[config.mk]
export PLATFORM = sky130hd
export DESIGN_NAME = switch_out_arbiter
export DESIGN_NICKNAME = d
export VERILOG_FILES = /design/src/rtl/switch_out_arbiter_pkg.sv /design/src/rtl/switch_out_arbiter_rr_picker.sv /design/src/rtl/switch_out_arbiter.sv
export SDC_FILE = /design/constraint.sdc
export NUM_CORES = 1
export LEC_CHECK = 0
export CORE_AREA = 2 2 106 108
export CTS_BUF_LIST = sky130_fd_sc_hd__clkbuf_4
export CTS_CLUSTER_DIAMETER = 60
export CTS_CLUSTER_SIZE = 25
export DETAILED_ROUTE_END_ITERATION = 10
export DIE_AREA = 0 0 108 110
export DONT_BUFFER_PORTS = 1
export GPL_ROUTABILITY_DRIVEN = 0
export GPL_TIMING_DRIVEN = 0
export PLACE_DENSITY = 0.68
export SLEW_MARGIN = 40
export SYNTH_ARGS = -nofsm -noshare
export SYNTH_HDL_FRONTEND = slang
export SYNTH_SLANG_ARGS = --single-unit
[constraint.sdc]
create_clock -name clk -period 10.17 [get_ports clk]
set_clock_uncertainty 0.05 [all_clocks]
set_input_delay 0.5085 -clock clk [delete_from_list [all_inputs] [get_ports clk]]
set_output_delay 0.5085 -clock clk [all_outputs]
set_load 0.02 [all_outputs]
[src/rtl/switch_out_arbiter_pkg.sv]
// ---------------------------------------------------------------------------
// switch_out_arbiter_pkg
//   Shared types and helpers for the switch output-port scheduler.
//   - arb_state_e : wormhole arbiter FSM states
//   - flit layout : flit = {last, addr, data}; field offsets derived from
//                   DATA_SIZE / ADDR_SIZE so every user agrees on one layout
//   - rr_idx      : cyclic index helper used by the picker and the pointer
//                   update so both wrap identically
// ---------------------------------------------------------------------------
package switch_out_arbiter_pkg;

   typedef enum logic {
      ST_IDLE,
      ST_LOCKED
   } arb_state_e;

   function automatic int unsigned flit_size(int unsigned data_size, int unsigned addr_size);
      return data_size + addr_size + 1;
   endfunction

   function automatic int unsigned last_bit(int unsigned data_size, int unsigned addr_size);
      return data_size + addr_size;
   endfunction

   function automatic int unsigned addr_lsb(int unsigned data_size);
      return data_size;
   endfunction

   // (base + off) wrapped into [0, n); base and off are both expected < n.
   function automatic int unsigned rr_idx(int unsigned base, int unsigned off, int unsigned n);
      int unsigned s;
      s = base + off;
      if (s >= n) s = s - n;
      return s;
   endfunction

endpackage

[src/rtl/switch_out_arbiter_rr_picker.sv]
// ---------------------------------------------------------------------------
// rr_picker
//   Combinational round-robin picker: selects the first asserted request at
//   or after ptr_i, wrapping from IN_NUM-1 back to 0.
// Ports:
//   req_i  in  IN_NUM  request vector
//   ptr_i  in  PTR_W   highest-priority index for this pick
//   gnt_o  out IN_NUM  one-hot winner (all zero when no request)
//   any_o  out 1       at least one request asserted
// ---------------------------------------------------------------------------
module rr_picker
   import switch_out_arbiter_pkg::*;
#(
   parameter int unsigned IN_NUM = 5,
   parameter int unsigned PTR_W  = 3
) (
   input  logic [IN_NUM-1:0] req_i,
   input  logic [PTR_W-1:0]  ptr_i,
   output logic [IN_NUM-1:0] gnt_o,
   output logic              any_o
);

   logic        found;
   int unsigned idx;

   // Walking the requests in rotated order is the rotate / priority-encode /
   // rotate-back structure folded into one loop.
   always_comb begin
      gnt_o = '0;
      found = 1'b0;
      idx   = 0;
      for (int unsigned k = 0; k < IN_NUM; k++) begin
         idx = rr_idx(32'(ptr_i), k, IN_NUM);
         if (!found && req_i[idx]) begin
            gnt_o[idx] = 1'b1;
            found      = 1'b1;
         end
      end
      any_o = |req_i;
   end

endmodule

[src/rtl/switch_out_arbiter.sv]
// ---------------------------------------------------------------------------
// switch_out_arbiter
//   Output-port scheduler for one switch output. Shares the output link among
//   PORTS_NUM topology inputs plus the local IP input (index PORTS_NUM) using
//   wormhole arbitration: round-robin pick at a packet head, grant locked
//   until the tail flit transfers.
// Ports:
//   clk          in   clock
//   a_rst        in   synchronous active-low reset
//   req_i        in   IN_NUM           input i has a head flit for this output
//   data_i       in   IN_NUM*FLIT_SIZE head flits, input i at [i*FLIT_SIZE +: FLIT_SIZE]
//   pop_o        out  IN_NUM           one-hot, combinational: head flit consumed
//   wr_ready_in  in   downstream can accept a flit this cycle
//   data_o       out  FLIT_SIZE        registered output flit
//   valid_o      out  registered one-cycle write strobe for data_o
//   grant_o      out  IN_NUM           registered one-hot owner, 0 when idle
//   busy_o       out  high while locked to an owner
//   pkt_cnt_o    out  32               tail flits forwarded since reset (wraps)
// ---------------------------------------------------------------------------
module switch_out_arbiter
   import switch_out_arbiter_pkg::*;
#(
   parameter int unsigned DATA_SIZE = 32,
   parameter int unsigned ADDR_SIZE = 4,
   parameter int unsigned PORTS_NUM = 4
) (
   input  logic                                                  clk,
   input  logic                                                  a_rst,
   input  logic [PORTS_NUM:0]                                    req_i,
   input  logic [(PORTS_NUM+1)*flit_size(DATA_SIZE,ADDR_SIZE)-1:0] data_i,
   output logic [PORTS_NUM:0]                                    pop_o,
   input  logic                                                  wr_ready_in,
   output logic [flit_size(DATA_SIZE,ADDR_SIZE)-1:0]             data_o,
   output logic                                                  valid_o,
   output logic [PORTS_NUM:0]                                    grant_o,
   output logic                                                  busy_o,
   output logic [31:0]                                           pkt_cnt_o
);

   localparam int unsigned IN_NUM    = PORTS_NUM + 1;
   localparam int unsigned FLIT_SIZE = flit_size(DATA_SIZE, ADDR_SIZE);
   localparam int unsigned LAST_BIT  = last_bit(DATA_SIZE, ADDR_SIZE);
   localparam int unsigned PTR_W     = (IN_NUM > 1) ? $clog2(IN_NUM) : 1;

   arb_state_e            state_q, state_d;
   logic [IN_NUM-1:0]     grant_q, grant_d;
   logic [PTR_W-1:0]      rr_ptr_q, rr_ptr_d;
   logic [FLIT_SIZE-1:0]  data_q, data_d;
   logic                  valid_q, valid_d;
   logic [31:0]           pkt_cnt_q, pkt_cnt_d;

   logic [IN_NUM-1:0]     pick;
   logic                  pick_any;
   logic [FLIT_SIZE-1:0]  owner_flit;
   logic [PTR_W-1:0]      ptr_after_owner;
   logic                  xfer;

   rr_picker #(
      .IN_NUM (IN_NUM),
      .PTR_W  (PTR_W)
   ) u_picker (
      .req_i  (req_i),
      .ptr_i  (rr_ptr_q),
      .gnt_o  (pick),
      .any_o  (pick_any)
   );

   // Owner's head flit and the pointer slot just past the owner, both
   // selected by the one-hot grant so no binary owner index is needed.
   always_comb begin
      owner_flit      = '0;
      ptr_after_owner = '0;
      for (int unsigned i = 0; i < IN_NUM; i++) begin
         if (grant_q[i]) begin
            owner_flit      = owner_flit | data_i[i*FLIT_SIZE +: FLIT_SIZE];
            ptr_after_owner = PTR_W'(rr_idx(i, 1, IN_NUM));
         end
      end
   end

   // grant_q is zero outside LOCKED, so pop stays zero in IDLE and in reset.
   assign xfer  = (state_q == ST_LOCKED) && |(req_i & grant_q) && wr_ready_in && a_rst;
   assign pop_o = grant_q & {IN_NUM{xfer}};

   always_comb begin
      state_d   = state_q;
      grant_d   = grant_q;
      rr_ptr_d  = rr_ptr_q;
      data_d    = data_q;
      valid_d   = 1'b0;
      pkt_cnt_d = pkt_cnt_q;
      unique case (state_q)
         ST_IDLE: begin
            if (pick_any) begin
               grant_d = pick;
               state_d = ST_LOCKED;
            end
         end
         ST_LOCKED: begin
            if (xfer) begin
               data_d  = owner_flit;
               valid_d = 1'b1;
               if (owner_flit[LAST_BIT]) begin
                  state_d   = ST_IDLE;
                  grant_d   = '0;
                  rr_ptr_d  = ptr_after_owner;
                  pkt_cnt_d = pkt_cnt_q + 32'd1;
               end
            end
         end
         default: state_d = ST_IDLE;
      endcase
   end

   always_ff @(posedge clk) begin
      if (!a_rst) begin
         state_q   <= ST_IDLE;
         grant_q   <= '0;
         rr_ptr_q  <= '0;
         data_q    <= '0;
         valid_q   <= 1'b0;
         pkt_cnt_q <= '0;
      end else begin
         state_q   <= state_d;
         grant_q   <= grant_d;
         rr_ptr_q  <= rr_ptr_d;
         data_q    <= data_d;
         valid_q   <= valid_d;
         pkt_cnt_q <= pkt_cnt_d;
      end
   end

   assign data_o    = data_q;
   assign valid_o   = valid_q;
   assign grant_o   = grant_q;
   assign busy_o    = (state_q == ST_LOCKED);
   assign pkt_cnt_o = pkt_cnt_q;

endmodule

Word level (Yosys, flattened, before mapping)
Index checks and enable logic that the tools add are counted.
{"block": "word_totals", "register_bits": 79, "latch_bits": 0, "mem_bits_rw": 0, "mem_bits_ro": 0, "input_bits": 193, "output_inout_bits": 81, "wordCells": 120, "n_memories": 0}
{"block": "op_classes", "n_addsub": 10, "mul": 0, "n_div": 0, "n_lt_le_gt_ge": 15, "n_eq_ne": 3, "n_shift": 0, "mux": 53, "bitwise": 11, "n_reduce_logical": 22}
{"operator": "$mux 37", "n": 5}
{"operator": "$ge 32x1->1 const B", "n": 5}
{"operator": "$lt 32x4->1 const B", "n": 5}
{"operator": "$mux 32", "n": 5}
{"operator": "$or 37x37->37", "n": 4}
{"operator": "$ge 32x3->1 const B", "n": 4}
{"operator": "$sub 32x3->32 const B", "n": 4}
{"operator": "$mux 5", "n": 8}
{"operator": "$add 32x1->32 const B", "n": 1}
{"operator": "$or 5x5->5", "n": 4}
{"operator": "$mux 1", "n": 19}
{"operator": "$bmux 1 s3", "n": 5}
{"operator": "$demux 1 s3", "n": 5}
{"operator": "$logic_and 1x1->1", "n": 12}
{"operator": "$and 5x5->5", "n": 2}
{"operator": "$pmux 5 s2", "n": 1}
{"operator": "$reduce_or 5->1", "n": 2}
{"operator": "$mux 3", "n": 3}
{"operator": "$add 3x2->4 const B", "n": 2}
{"operator": "$reduce_and 3->1", "n": 2}
{"operator": "$add 3x1->4 const B", "n": 1}
{"operator": "$add 3x3->4 const B", "n": 1}
{"operator": "$logic_not 1->1", "n": 4}
{"operator": "$ne 2x1->1 const B", "n": 2}
{"operator": "other kinds (7)", "n": 8}

Longest topological paths before layout
Gate-level depths: netlist (run 1).
{"block": "depth", "word_depth": 19, "ltp_mapped": 14, "ltp_nobuf": 12}

Hierarchy
Synthesis (run 1) repeated with hierarchy kept, for this count alone.
{"block": "hier_totals", "cells_unflattened": 665, "area_unflattened_um2": 5436.5}
{"module": "switch_out_arbiter", "n_inst": 1, "cells_each": 451, "area_each_um2": 3977.6, "seq_area_each_um2": 1581.5}
{"module": "rr_picker", "n_inst": 1, "cells_each": 214, "area_each_um2": 1458.9, "seq_area_each_um2": 0.0}

Least setup slack after synthesis (run 1)
No wires, ideal clock.
{"block": "synth_path", "path_type": "reg2reg", "startpoint": "register rr_ptr_q[0]", "endpoint": "register grant_q[0] (netlist: grant_o[0])", "setup_time_ns": 0.059, "arrival_time_ns": 3.118, "t_required_ns": 10.061, "slack_ns": 6.943, "path_stages_with_launch": 14, "n_path_buf": 2, "synth_period_minus_slack_ns": 3.227, "cell_sequence": "dfxtp_1 buf_2 inv_2 buf_1 ha_1 fa_1 a21bo_2 mux2i_1 nor3b_1 o21ai_1 o211ai_1 nand4_1 o22ai_1 o211a_1"}
{"block": "synth_between", "elab_chain_len": 19, "elab_cells_between_ends": 77, "cone_classes": "add/sub: 9; order compare: 15; mux: 36; bitwise: 4; reduce/logical: 13"}
{"element": "start, declared", "line": "switch_out_arbiter.sv:47", "source": "logic [PTR_W-1:0] rr_ptr_q, rr_ptr_d;"}
{"element": "start signal, assigned", "line": "switch_out_arbiter.sv:126", "source": "rr_ptr_q <= rr_ptr_d;"}
{"element": "branches (longest 16 deep; another with $sub 32x3->32)"}
{"element": "$mux 5 (*)", "line": "switch_out_arbiter_rr_picker.sv:34", "source": "if (!found && req_i[idx]) begin"}
{"element": "$mux 5 (*)", "line": "switch_out_arbiter.sv:94", "source": "if (pick_any) begin"}
{"element": "$pmux 5 s2 (*)", "line": "switch_out_arbiter.sv:92", "source": "unique case (state_q)"}
{"element": "end signal, assigned", "line": "switch_out_arbiter.sv:125", "source": "grant_q <= grant_d;"}
{"element": "end, declared", "line": "switch_out_arbiter.sv:46", "source": "logic [IN_NUM-1:0] grant_q, grant_d;"}
Every way passes the cells marked *. The select of a mux whose other input is x is not followed.
A chain may end at the register's enable or synchronous reset.

Worst setup path after layout (run 1)
Same ends and word-level chain as after synthesis.

==> results.sh, run 1 <==
export IMPL_area_growth_pct=5.267
export IMPL_drt_iter0_markers=857
export IMPL_yosys_cell_types_count=70
export IMPL_finalCriticalPeriod_ns=4.088
export IMPL_irDropWorstVdd_v=0.00008440
export IMPL_grt_usage_pct=33.35
export IMPL_finalHoldViolCount=0
export IMPL_period_share_pct=40.19
export IMPL_wl_per_cell_um=24.64
export IMPL_rsz0062_at_grt="false"
export IMPL_drc=0
export IMPL_dp_hpwl_mm=16.10
export IMPL_die_y_um=110
export IMPL_power_total_mw=0.5455
export IMPL_clock_fmax_mhz=244.6
export IMPL_grt_pass1_vias=5619
export IMPL_die_x_um=108
export IMPL_nets=909
export IMPL_p_leak_nw=2.499
export IMPL_cts_made_buffers=9
export IMPL_critPathTopFamily="compound AO/OA/AOI/OAI gates"
export IMPL_htreeDepth=3
export IMPL_grt_pass1_wl_mm=30.45
export IMPL_worstSetupPathType="reg2reg"
export IMPL_multi_input_area_sq_mm=0.003764
export IMPL_switchingPower_mw=0.1596
export IMPL_core_area_sq_mm=0.01070
export IMPL_whs_ns=0.2756
export IMPL_diodes=0
export IMPL_p_int_mw=0.3859
export IMPL_holdCritPathClass="in2reg"
export IMPL_core_rowCount=38
export IMPL_mostFrequentLayoutCells="79 x dfxtp_1, 56 x nand3_1, 47 x clkbuf_1"
export IMPL_tns_ns=0
export IMPL_ys_warn_count=0
export IMPL_syn_inst=683
export IMPL_synthesis_nets=898
export IMPL_path_buf_inv=4
export IMPL_grt_overflow=0
export IMPL_synth_avg_cell_area_sq_um=8.278
export IMPL_cp_depth=14
export IMPL_wirelength_mm=20.67
export IMPL_crit_path_end_kind="register"
export IMPL_cts_hold_buf=0
export IMPL_synth_edff_count=0
export IMPL_clockRootBuffer="clkbuf_4"
export IMPL_clk_pin_slew_worst_paths_ns=0.15
export IMPL_critPathSlowestCell="buf_1"
export IMPL_power_share_combinational_pct=9.0
export IMPL_io_pins=274
export IMPL_cts_path_max_buffers=2
export IMPL_drive_above_1_share_pct=5.722
export IMPL_num_vias=6025
export IMPL_clock_power_share_pct=32.3
export IMPL_synth_ff_type="dfxtp_1"
export IMPL_clock_sinks=79
export IMPL_tightest_slew_ns=0.7544
export IMPL_antenna_found_initial=0
export IMPL_seqPwrFrac_pct=58.7
export IMPL_finalWorstSetupSlack_ns=6.082
export IMPL_power_density_mw_per_mm2=91.65
export IMPL_power_share_switching_pct=29.26
export IMPL_crit_path_max_incr_delay_ns=0.60
export IMPL_yosys_area_top_type_share_pct=27.97
export IMPL_cp_arrival_ns=4.44
export IMPL_die_area_sq_mm=0.01188
export IMPL_slew_headroom_pct=49.71
export IMPL_fillers=1026
export IMPL_hold_depth=2
export IMPL_path_cells="buf_2 > inv_2 > buf_1 > ha_1 > inv_1 > ha_1 > a21oi_4 > mux2i_1 > a222oi_1 > o22ai_1 > nor3_2 > nand3_1 > o221ai_1 > o211a_1"
export IMPL_crit_required_ns=10.53
export IMPL_dp_slack_ns=6.278
export IMPL_post_cts_resized=0
export IMPL_port_buffers=0
export IMPL_cp_max_fo=13
export IMPL_drtPass1Iterations=11
export IMPL_synth_async_reset_ratio_pct=0
export IMPL_setup_worst_path_start_class="register"
export IMPL_viasPerCell=7.181
export IMPL_setup_viol=0
export IMPL_layout_commonest_cell="dfxtp_1"
export IMPL_regArea_sq_mm=0.001582
export IMPL_clk_insertion_delay_late_ns=0.45
export IMPL_cts_setup_buffers=0
export IMPL_crit_top_cell="ha_1"
export IMPL_yosys_area_top_type="dfxtp_1"
export IMPL_r2r_cells=14
export IMPL_start_util_pct=52.85
export IMPL_seq_area_frac_synth_pct=27.97
export IMPL_synth_area_leaders="dfxtp_1 28%, o211a_1 7.1%, a222oi_1 6.9%, a22oi_1 5.3%, nand3_1 5.0%"
export IMPL_grt_max_degree=17
export IMPL_tritoncts="yes"
export IMPL_syn_area_sq_mm=0.005654
export IMPL_maxCapViolations=0
export IMPL_status="complete, no violations"
export IMPL_ant_nets=0
export IMPL_ys_ff_latch=79
export IMPL_maxSlewViolCount=0
metal layers:
layer  wire (um)  vias to the layer above  global-route usage, %  share of wire (%)
li1            -                     2658                      -                  -
met1        7950                     2878                  42.45                 38
met2        9600                      418                  52.07                 46
met3        2209                       71                  9.347                 11
met4         910                        0                  16.39                4.4
met5           0                        -                      0                  0
cell usage after synthesis (6+ instances only):
master    instances
dfxtp_1          79
nand3_1          56
clkbuf_1         47
nand2_1          43
a22oi_1          40
o211a_1          40
a222oi_1         39
and2_1           36
xnor2_1          26
nor2_1           24
a21oi_1          21
ha_1             21
and3_1           15
o21ai_0          15
inv_1            13
nor2b_1          12
buf_2            10
nor3_1           10
a31oi_1           9
mux2i_1           8
nand2b_1          8
buf_1             6
nand4_1           6
xor2_1            6
power by group through the flow:
stage                     logic, mW  clock network, mW  registers, mW
after detailed placement     0.0479                  0          0.327
after CTS                    0.0481              0.179          0.320
after floorplan              0.0361                  0          0.325
after global placement       0.0468                  0          0.327
after global routing         0.0536              0.191          0.320
final                        0.0492              0.176          0.320
final cells by class:
| type | instances | area share, % |
|---|---|---|
| buffer | 63 | 4.183 |
| clock buffer | 10 | 1.261 |
| clock inverter | 6 | 0.7988 |
| inverter | 16 | 1.009 |
| multi-input combinational | 525 | 63.23 |
| sequential | 79 | 26.57 |
| tap | 140 | 2.943 |
stage by stage:
stage,instance area [sq um],instances,util (%)
2_1_floorplan,5654,683,-
3_3_place_gp,5829,823,54.49
3_5_place_dp,5829,823,54.49
4_1_cts,5952,839,55.64
5_1_grt,5952,839,55.64
6_report,5952,839,55.64
cells by family after synthesis:
group           synth area share, %
fa+ha+maj                     5.001
xor+xnor                      4.957
buf+inv                       5.466
flops                         27.97
compound gates                31.53
simple gates                  23.06
mux                           2.014
worst paths after layout:
check | slack [ns] | from | to
setup / recovery | 6.08 | rr_ptr_q[0]$_SDFFE_PN0P_ | grant_o[0]$_SDFFE_PN0P_
hold / removal | 0.28 | req_i[2] | busy_o$_SDFF_PN0_
setup reg to reg | 6.08 | rr_ptr_q[0]$_SDFFE_PN0P_ | grant_o[0]$_SDFFE_PN0P_
hold reg to reg | 0.57 | data_o[36]$_SDFFE_PN0P_ | data_o[36]$_SDFFE_PN0P_
registers in the layout, summed over array words and instances (netlist names):
name	flops
busy_o	1
data_o	37
grant_o	5
pkt_cnt_o	32
rr_ptr_q	3
valid_o	1
(Power assumes the default switching activity.)
==> run 2, diff against run 1 <==
clock period = 4 ns   (was 10.17 ns; I/O delays follow)
==> results.sh, run 2 (synthesis results as in run 1) <==
export IMPL_whs_ns=0.01755
export IMPL_multi_input_area_sq_mm=0.003774
export IMPL_grt_overflow=0
export IMPL_core_area_sq_mm=0.01070
export IMPL_drt_iter0_markers=1052
export IMPL_path_cells="buf_2 > clkinvlp_4 > buf_12 > ha_1 > buf_2 > inv_1 > a21oi_1 > a221o_1 > a21oi_1 > nor3_1 > or4b_1 > a31oi_1 > o21a_1"
export IMPL_die_area_sq_mm=0.01188
export IMPL_power_density_mw_per_mm2=206.8
export IMPL_die_x_um=108
export IMPL_dp_hpwl_mm=16.10
export IMPL_cts_made_buffers=9
export IMPL_finalWorstSetupSlack_ns=0.09930
export IMPL_hold_depth=3
export IMPL_layout_commonest_cell="dlygate4sd3_1"
export IMPL_r2r_cells=13
export IMPL_regArea_sq_mm=0.001582
export IMPL_drive_above_1_share_pct=6.551
export IMPL_period_share_pct=97.52
export IMPL_cp_max_fo=10
export IMPL_start_util_pct=52.85
export IMPL_dp_cells=823
export IMPL_fillers=908
export IMPL_grt_pass1_wl_mm=34.50
export IMPL_clockRootBuffer="clkbuf_4"
export IMPL_wirelength_mm=23.55
export IMPL_clock_fmax_mhz=256.4
export IMPL_maxCapViolations=0
export IMPL_mostFrequentLayoutCells="102 x dlygate4sd3_1, 79 x dfxtp_1, 56 x nand3_1"
export IMPL_setup_worst_path_start_class="register"
export IMPL_tritoncts="yes"
export IMPL_tightest_slew_ns=0.5950
export IMPL_reg2reg_slack_ns=0.1
export IMPL_min_from="data_i[150]"
export IMPL_finalCriticalPeriod_ns=3.901
export IMPL_cp_arrival_ns=4.26
export IMPL_critPathTopFamily="buffers and inverters"
export IMPL_core_rowCount=38
export IMPL_critPathSlowestCell="or4b_1"
export IMPL_diodes=0
export IMPL_antenna_found_initial=1
export IMPL_crit_path_max_incr_delay_ns=0.56
export IMPL_area_growth_pct=24.92
export IMPL_clk_insertion_delay_late_ns=0.45
export IMPL_rr_endpoint="grant_o[4]$_SDFFE_PN0P_"
export IMPL_num_vias=6744
export IMPL_port_buffers=0
export IMPL_io_pins=274
export IMPL_maxSlewViolCount=0
export IMPL_clk_pin_slew_worst_paths_ns=0.14
export IMPL_die_y_um=110
export IMPL_drc=0
export IMPL_irDropWorstVdd_v=0.0002223
export IMPL_p_leak_nw=2.807
export IMPL_grt_max_degree=17
export IMPL_clock_sinks=79
export IMPL_nets=1019
export IMPL_dp_slack_ns=0.1084
export IMPL_status="complete, no violations"
export IMPL_finalHoldViolCount=0
export IMPL_path_buf_inv=5
export IMPL_ant_nets=0
export IMPL_r2r_start="rr_ptr_q[1]$_SDFFE_PN0P_"
export IMPL_drtPass1Iterations=9
export IMPL_whs_endpoint="data_o[2]$_SDFFE_PN0P_"
export IMPL_grt_usage_pct=37.65
export IMPL_cts_path_max_buffers=2
export IMPL_wl_per_cell_um=24.82
export IMPL_grt_pass1_vias=6287
export IMPL_crit_path_end_kind="register"
export IMPL_holdCritPathClass="in2reg"
export IMPL_slew_headroom_pct=60.33
export IMPL_setup_viol=0
export IMPL_viasPerCell=7.106
export IMPL_worstSetupPathType="reg2reg"
export IMPL_htreeDepth=3
export IMPL_power_total_mw=1.461
export IMPL_largest_register_ffs=37
export IMPL_instances_no_fill=949
export IMPL_crit_required_ns=4.36
[run 2: repair_timing]
| action | CTS | global route |
|---|---|---|
| hold buffers | 102 | 0 |
| endpoints found under the hold margin | 37 | 0 |
| resized for setup | 0 | 7 |
| buffers inserted | 0 | 8 |
| setup endpoints to repair | 0 | 5 |
[run 2: cell type report]
type                       instances  area share (%)
clock inverter                     6          0.6732
multi-input combinational        525           53.43
buffer                            63           3.578
clock buffer                      10           1.063
timing repair buffer             110           15.48
sequential                        79           22.39
inverter                          16          0.9035
tap                              140           2.480
[run 2: tightest hold or removal path, stage by stage]
cell and delay, ns:
a222oi_1 0.06, nand3_1 0.09, o211a_1 0.14
[run 2: worst max path at each step]
| stage | start | cells after the start | end | slack (ns) |
|---|---|---|---|---|
| 4_1_cts | rr_ptr_q[0]$_SDFFE_PN0P_ | 14 | grant_o[0]$_SDFFE_PN0P_ | 0.07 |
| 3_3_place_gp | rr_ptr_q[0]$_SDFFE_PN0P_ | 14 | grant_o[2]$_SDFFE_PN0P_ | 0.14 |
| 2_1_floorplan | rr_ptr_q[0]$_SDFFE_PN0P_ | 13 | grant_o[0]$_SDFFE_PN0P_ | 0.77 |
| 5_1_grt | rr_ptr_q[0]$_SDFFE_PN0P_ | 14 | grant_o[0]$_SDFFE_PN0P_ | -0.06 |
| 6_report | rr_ptr_q[1]$_SDFFE_PN0P_ | 13 | grant_o[4]$_SDFFE_PN0P_ | 0.1 |
| 3_5_place_dp | rr_ptr_q[0]$_SDFFE_PN0P_ | 13 | grant_o[0]$_SDFFE_PN0P_ | 0.11 |
[run 2: through the flow]
step	setup TNS [ns]	util [%]	area [sq um]
after floorplan	0	-	5654
after global routing	-0.1735	66.02	7063
after global placement	0	54.49	5829
after detailed placement	0	54.49	5829
final	0	66.02	7063
after CTS	0	65.18	6973
[run 2: layer usage]
metal  wire length [um]  track usage (%)  share of wire (%)  vias up
li1                   -                -                  -     2884
met1               8968            45.67                 38     3216
met2              10790            60.33                 46      520
met3               2453            10.99                 10      122
met4               1320            20.33                5.6        2
met5                 14                0              0.059        -
[run 2: where the power goes]
part | total (mW) | switching (mW) | internal (mW)
Sequential | 0.815 | 0.0191 | 0.796
Clock | 0.461 | 0.323 | 0.138
Combinational | 0.185 | 0.0946 | 0.0903
